<file path="src/rtl/asin_unit_scheduler.sv">
// ---------------------------------------------------------------------------
// asin_unit_scheduler
//
// Shares one multi-cycle fixed-point arcsine unit between NREQ requesters.
// A round-robin arbiter picks one pending request. Its argument is
// range-checked before the unit is started. The scheduler then waits for the
// unit, with a timeout, and returns a tagged result to the winner.
//
// Ports
//   CLK          system clock, rising edge
//   RST          synchronous active-high reset
//   req_valid    per-requester request, held with req_x stable until ack
//   req_x        packed Q2.14 arguments, requester i at [i*XW +: XW]
//   ack          one-hot accept pulse
//   resp_valid   one-cycle result strobe
//   resp_id      requester that owns the result (held between strobes)
//   resp_theta   Q3.13 result angle (held between strobes)
//   resp_err     domain error or timeout, theta forced to 0 (held)
//   unit_start   one-cycle start pulse to the arcsine unit
//   unit_x       unit argument, held from start until the next grant
//   unit_done    unit completion pulse
//   unit_theta   unit result, valid with unit_done
// ---------------------------------------------------------------------------
module asin_unit_scheduler #(
    parameter int NREQ    = 4,
    parameter int XW      = 16,
    parameter int TW      = 16,
    parameter int TIMEOUT = 64
) (
    input  logic               CLK,
    input  logic               RST,
    input  logic [NREQ-1:0]    req_valid,
    input  logic [NREQ*XW-1:0] req_x,
    output logic [NREQ-1:0]    ack,
    output logic               resp_valid,
    output logic [2:0]         resp_id,
    output logic [TW-1:0]      resp_theta,
    output logic               resp_err,
    output logic               unit_start,
    output logic [XW-1:0]      unit_x,
    input  logic               unit_done,
    input  logic [TW-1:0]      unit_theta
);

    localparam int IW = $clog2(NREQ);
    localparam int CW = $clog2(TIMEOUT);

    // +1.0 and -1.0 in Q2.14, the inclusive bounds of the arcsine domain.
    localparam logic signed [XW-1:0] X_POS_ONE = {2'b01, {(XW-2){1'b0}}};
    localparam logic signed [XW-1:0] X_NEG_ONE = {2'b11, {(XW-2){1'b0}}};

    typedef enum logic [1:0] {
        S_IDLE,
        S_ISSUE,
        S_WAIT,
        S_RESP
    } state_t;

    state_t          r_state;
    state_t          w_next;
    logic [IW-1:0]   r_rr_ptr;
    logic [IW-1:0]   r_g;
    logic [XW-1:0]   r_x;
    logic            r_dom_err;
    logic [CW-1:0]   r_cnt;
    logic [2:0]      r_resp_id;
    logic [TW-1:0]   r_resp_theta;
    logic            r_resp_err;

    logic [XW-1:0]   w_xs [NREQ];
    logic [IW:0]     w_scan;
    logic            w_found;
    logic [IW-1:0]   w_idx;
    logic [XW-1:0]   w_x;
    logic            w_dom;
    logic [IW-1:0]   w_rr_next;
    logic            w_timeout;
    logic [NREQ-1:0] w_ack_vec;

    for (genvar gi = 0; gi < NREQ; gi++) begin : g_split
        assign w_xs[gi] = req_x[gi*XW +: XW];
    end

    // Round-robin scan: walk NREQ positions starting at r_rr_ptr, wrapping,
    // and keep the first requester found.
    // NOTE: every combinational output gets a default before any branch so
    // that no path leaves it unassigned, which would infer a latch.
    always_comb begin
        w_found = 1'b0;
        w_idx   = '0;
        w_scan  = '0;
        for (int k = 0; k < NREQ; k++) begin
            w_scan = {1'b0, r_rr_ptr} + (IW+1)'(k);
            if (w_scan >= (IW+1)'(NREQ)) begin
                w_scan = w_scan - (IW+1)'(NREQ);
            end
            if (!w_found && req_valid[w_scan[IW-1:0]]) begin
                w_found = 1'b1;
                w_idx   = w_scan[IW-1:0];
            end
        end
    end

    assign w_x       = w_xs[w_idx];
    assign w_dom     = ($signed(w_x) > X_POS_ONE) || ($signed(w_x) < X_NEG_ONE);
    assign w_rr_next = (w_idx == IW'(NREQ-1)) ? '0 : w_idx + 1'b1;
    assign w_timeout = (r_cnt == CW'(TIMEOUT-1));
    assign w_ack_vec = {{(NREQ-1){1'b0}}, 1'b1} << r_g;

    // NOTE: state and datapath registers use non-blocking assignments so
    // every flop samples the values from before the clock edge.
    always_ff @(posedge CLK) begin
        if (RST) begin
            r_state <= S_IDLE;
        end else begin
            r_state <= w_next;
        end
    end

    always_comb begin
        w_next     = r_state;
        ack        = '0;
        unit_start = 1'b0;
        resp_valid = 1'b0;
        case (r_state)
            S_IDLE: begin
                if (w_found) begin
                    w_next = w_dom ? S_RESP : S_ISSUE;
                end
            end
            S_ISSUE: begin
                unit_start = 1'b1;
                ack        = w_ack_vec;
                w_next     = S_WAIT;
            end
            S_WAIT: begin
                if (unit_done || w_timeout) begin
                    w_next = S_RESP;
                end
            end
            S_RESP: begin
                resp_valid = 1'b1;
                // A rejected argument is acknowledged together with its error.
                if (r_dom_err) begin
                    ack = w_ack_vec;
                end
                w_next = S_IDLE;
            end
            default: w_next = S_IDLE;
        endcase
    end

    // The resp_* registers load only on the way into RESP, so they show the
    // new result during the strobe and hold it until the next one.
    always_ff @(posedge CLK) begin
        if (RST) begin
            r_rr_ptr     <= '0;
            r_g          <= '0;
            r_x          <= '0;
            r_dom_err    <= 1'b0;
            r_cnt        <= '0;
            r_resp_id    <= '0;
            r_resp_theta <= '0;
            r_resp_err   <= 1'b0;
        end else begin
            case (r_state)
                S_IDLE: begin
                    if (w_found) begin
                        r_g       <= w_idx;
                        r_x       <= w_x;
                        r_dom_err <= w_dom;
                        r_rr_ptr  <= w_rr_next;
                        if (w_dom) begin
                            r_resp_id    <= 3'(w_idx);
                            r_resp_theta <= '0;
                            r_resp_err   <= 1'b1;
                        end
                    end
                end
                S_ISSUE: begin
                    r_cnt <= '0;
                end
                S_WAIT: begin
                    r_cnt <= r_cnt + 1'b1;
                    // A completion in the timeout cycle still counts as success.
                    if (unit_done) begin
                        r_resp_id    <= 3'(r_g);
                        r_resp_theta <= unit_theta;
                        r_resp_err   <= 1'b0;
                    end else if (w_timeout) begin
                        r_resp_id    <= 3'(r_g);
                        r_resp_theta <= '0;
                        r_resp_err   <= 1'b1;
                    end
                end
                default: begin
                end
            endcase
        end
    end

    assign unit_x     = r_x;
    assign resp_id    = r_resp_id;
    assign resp_theta = r_resp_theta;
    assign resp_err   = r_resp_err;

endmodule
</file>
<file path="config.mk">
export PLATFORM = sky130hd
export DESIGN_NAME = asin_unit_scheduler
export DESIGN_NICKNAME = d
export VERILOG_FILES = /design/src/rtl/asin_unit_scheduler.sv
export SDC_FILE = /design/constraint.sdc
export NUM_CORES = 1
export LEC_CHECK = 0
export CAP_MARGIN = 15
export CORE_MARGIN = 1
export CORE_UTILIZATION = 30
export CTS_CLUSTER_DIAMETER = 50
export DETAILED_ROUTE_END_ITERATION = 10
export GPL_TIMING_DRIVEN = 0
export PLACE_DENSITY = 0.6
export REMOVE_ABC_BUFFERS = 1
export SKIP_CTS_REPAIR_TIMING = 1
export SYNTH_ARGS = -nofsm -noshare
export SYNTH_HDL_FRONTEND = slang
export SYNTH_SLANG_ARGS = --single-unit
</file>
<file path="constraint.sdc">
create_clock -name CLK -period 2.9 [get_ports CLK]
set_input_delay 0.725 -clock CLK [delete_from_list [all_inputs] [get_ports CLK]]
set_output_delay 0.725 -clock CLK [all_outputs]
set_load 0.01 [all_outputs]
</file>
==> summary.md <==
| Metric | Value |
|---|---|
| Min Tclk post-route | 2834 ps |
| Crit-path max FO | 16 |
| Final period utilization | a little over nine tenths |
| Comb pwr share | between 50% and 60% |
| Die area | 0.01007 sq mm |
| Setup TNS | 0 ps |
| Max Cap Viol | 0 |
| Core Region | 0.009284 sq mm |
| Sequential share of power | about 29% |
| Port Buffers | 127 |
| Pin slew with the least headroom to its limit | roughly 1000 ps |
| N_diodes | 0 |
| Sw Ratio | 38.28% |
| Fmax | 352.9 MHz |
| Clk_lat worst skew | 290 ps |
| Largest net degree at the start of global routing | 34 |
| Setup Crit Path Kind | primary input to flop |
| Ranking of synthesized cells by area | dfxtp_1, mux2i_1, nor2_1 |
| Largest family of logic cells by synthesized area | compound AO/OA/AOI/OAI gates |
| Filler cell count | 937 |
| Fin util | 49.65% |
| Worst Path Required | 3090 ps |
| Top cell type by total area after synthesis | dfxtp_1 |
| CTS Sinks | between 40 and 50 |
| Clock share of power | between 10% and 20% |
| Residual DRC | 0 |
| Multiplexer area fraction after synthesis | 17.85% |
| Leakage | between 1.5 and 2 nW |
| Clk pin slew, worst setup/hold paths | ~80 ps |
| ANT nets after route | 0 |
| Seq/Total Area, Yosys | 33.12% |
| Finished Cell Area | 0.004609 sq mm |
| GRT Util Overall | between 15 and 20% |
| Outcome | completed |
| 1st-pass router iterations | 4 |
| Syn Std Cell Area | 0.002902 sq mm |
| Hold_sp | resp_theta[2] |
| WL/cell | about 14 microns |
| Most common cell in the netlist | dfxtp_1 |
| CTS buffer count | 5 |
| Adder-cell share of the synthesized area | 2.587% |
| Crit path launch type | primary input |
| Simple-gate share of the synthesized area | 14.96% |
| Die Y-Extent | 100.3 microns |
| Syn_area_per_cell | 8.713 sq um |
| Fraction of registers with async set/reset | 0% |
| Post-Synthesis Cells | 333 |
| Total number of yosys warnings | 0 |
| Hpwl dp | a little under 6000 microns |
| Total wire length | 8219 microns |
| Compound-Gate Fraction of Synth Area | 18.41% |
| Hold Crit Class | flop to flop |
| Crit. Startpoint | req_valid[2] |
| Area delta synth->final | 58.86% |
| Share of cells above drive strength 1 | about 16% |
| Synth cell types | 48 |
| Final hold vios | 0 |
| Placer Congestion | just under 0.8 |
| FF-to-FF Start | r_rr_ptr[0] |
| H-tree depth | 2 |
| Starting Density | between 30% and 40% |
| Vias in the first global route | ~2,700 |
| Xor/xnor cell area share of the yosys netlist | 2.113% |
| Power per Cell Area | 714.3 mW/mm^2 |
| Boundary Pins | 129 |
| Vias | about 2,800 |
| Yosys reg bits | 48 |
| DP Area | 0.004220 sq mm |
| Most instantiated cells after synthesis | dfxtp_1, nor2_1, inv_1 |
| Ys flop type | dfxtp_1 |
| Total grt overflow | 0 |
| P_sw | 1.260 mW |
| Share of the synthesized area in the top cell type | 33.12% |
| Die width | 100.3 microns |
| Slew margin rel. | a little over a third |
| Post-route insts no fill | about 590 |
| 1st-iter DRT viols | 119 |
| Clock tree from TritonCTS | yes |
| Final Setup Violations | 0 |
| First-pass GRT wire length | 12,480 microns |
| IR drop worst, VDD | ~0.25 mV |
| Vias/cell | 4.717 |
| Fin. max-slew vios | 0 |
| Placed cells | 570 |
| NumNets Final | 557 |
| WP data arrival | 3020 ps |
| FP Rows | 35 |
| Crit. End Element | flop |
| Initial antenna violation count | 0 |
| Clk buf depth | 2 |
| CTS root buf | clkbuf_8 |
| Clk_skew | 4.535 ps |
| Post-synth EDFFs | 0 |
| Power Internal | 2.032 mW |
stage by stage:
stage	setup slack (ps)	power [mW]	hold WS, ps
finish	66.40	3.292	458.9
global route	-3.818	3.536	483.3
global placement	-3420	2.588	438.6
floorplan	-1869	1.965	426.2
CTS	-1227	3.020	462.8
detailed placement	-1559	2.628	448.1
metal layers:
metal | global-route usage [%] | share of wire [%] | vias to the layer above
met3 | 4.318 | 5.7 | 4
met2 | 27.71 | 51 | 78
li1 | - | - | 1408
met1 | 17.72 | 43 | 1307
met4 | 2.564 | 0.67 | 0
met5 | 0 | 0 | -
power by group through the flow:
| stage | clock network [mW] | registers [mW] | logic (mW) |
|---|---|---|---|
| 2_1_floorplan | 0 | 0.988 | 0.977 |
| 5_1_grt | 0.420 | 0.970 | 2.15 |
| 3_3_place_gp | 0 | 0.938 | 1.65 |
| 3_5_place_dp | 0 | 0.944 | 1.68 |
| 4_1_cts | 0.394 | 0.932 | 1.69 |
| 6_report | 0.378 | 0.941 | 1.97 |
final timing paths:
check / to / slack (ps) / depth (start not counted)
max: resp_theta[3] / 70 / 12
min: resp_theta[2] / 460 / 2
max reg2reg: resp_theta[3] / 190 / 11
min reg2reg: resp_theta[2] / 460 / 2
registers in the layout, indices dropped and copies added (netlist names):
register / flops
r_dom_err: 1
r_rr_ptr: 2
resp_id: 2
r_g: 2
resp_theta: 16
unit_x: 16
r_cnt: 6
r_state: 2
resp_err: 1
placed cells by master, fill, tap and decap left out, types with 4 or more instances in the layout:
cell,netlist,final
clkdlybuf4s50_1,0,123
dfxtp_1,48,47
nor2_1,45,45
inv_1,41,38
mux2i_1,36,36
a21oi_1,29,26
mux2_2,14,14
o22ai_2,10,10
o22ai_1,8,8
nand3_1,7,7
nand2_1,6,6
o21ai_0,6,6
ha_1,6,6
buf_4,3,6
buf_12,1,6
xor2_1,5,5
clkbuf_8,0,5
clkbuf_16,0,4
cell type report:
type	count	area, sq um	share of cell area [%]
sequential	48	962.2	20.87
inverter	41	153.9	3.339
multi-input combinational	224	1719	37.30
timing repair buffer	144	1531	33.22
clock buffer	5	68.82	1.493
clock inverter	2	12.51	0.2714
tap	129	161.4	3.502
logic make-up after synthesis:
family	Yosys count
AO/OA/AOI/OAI	72
AND/OR/NAND/NOR	87
adder cells (fa/ha/maj)	6
buffers and inverters	62
flip-flops	48
other	1
multiplexers	50
XOR/XNOR	7
worst max-delay path: stages:
cell and delay (ps):
buf_2 160, nand2b_4 100, o21ai_4 80, a221oi_4 380, clkbuf_16 230, mux2i_1 70, mux2_2 300, and3b_1 220
and4_4 310, a2bb2oi_4 170, buf_12 170, o22ai_1 90
Power figures use the tool's default switching activity.
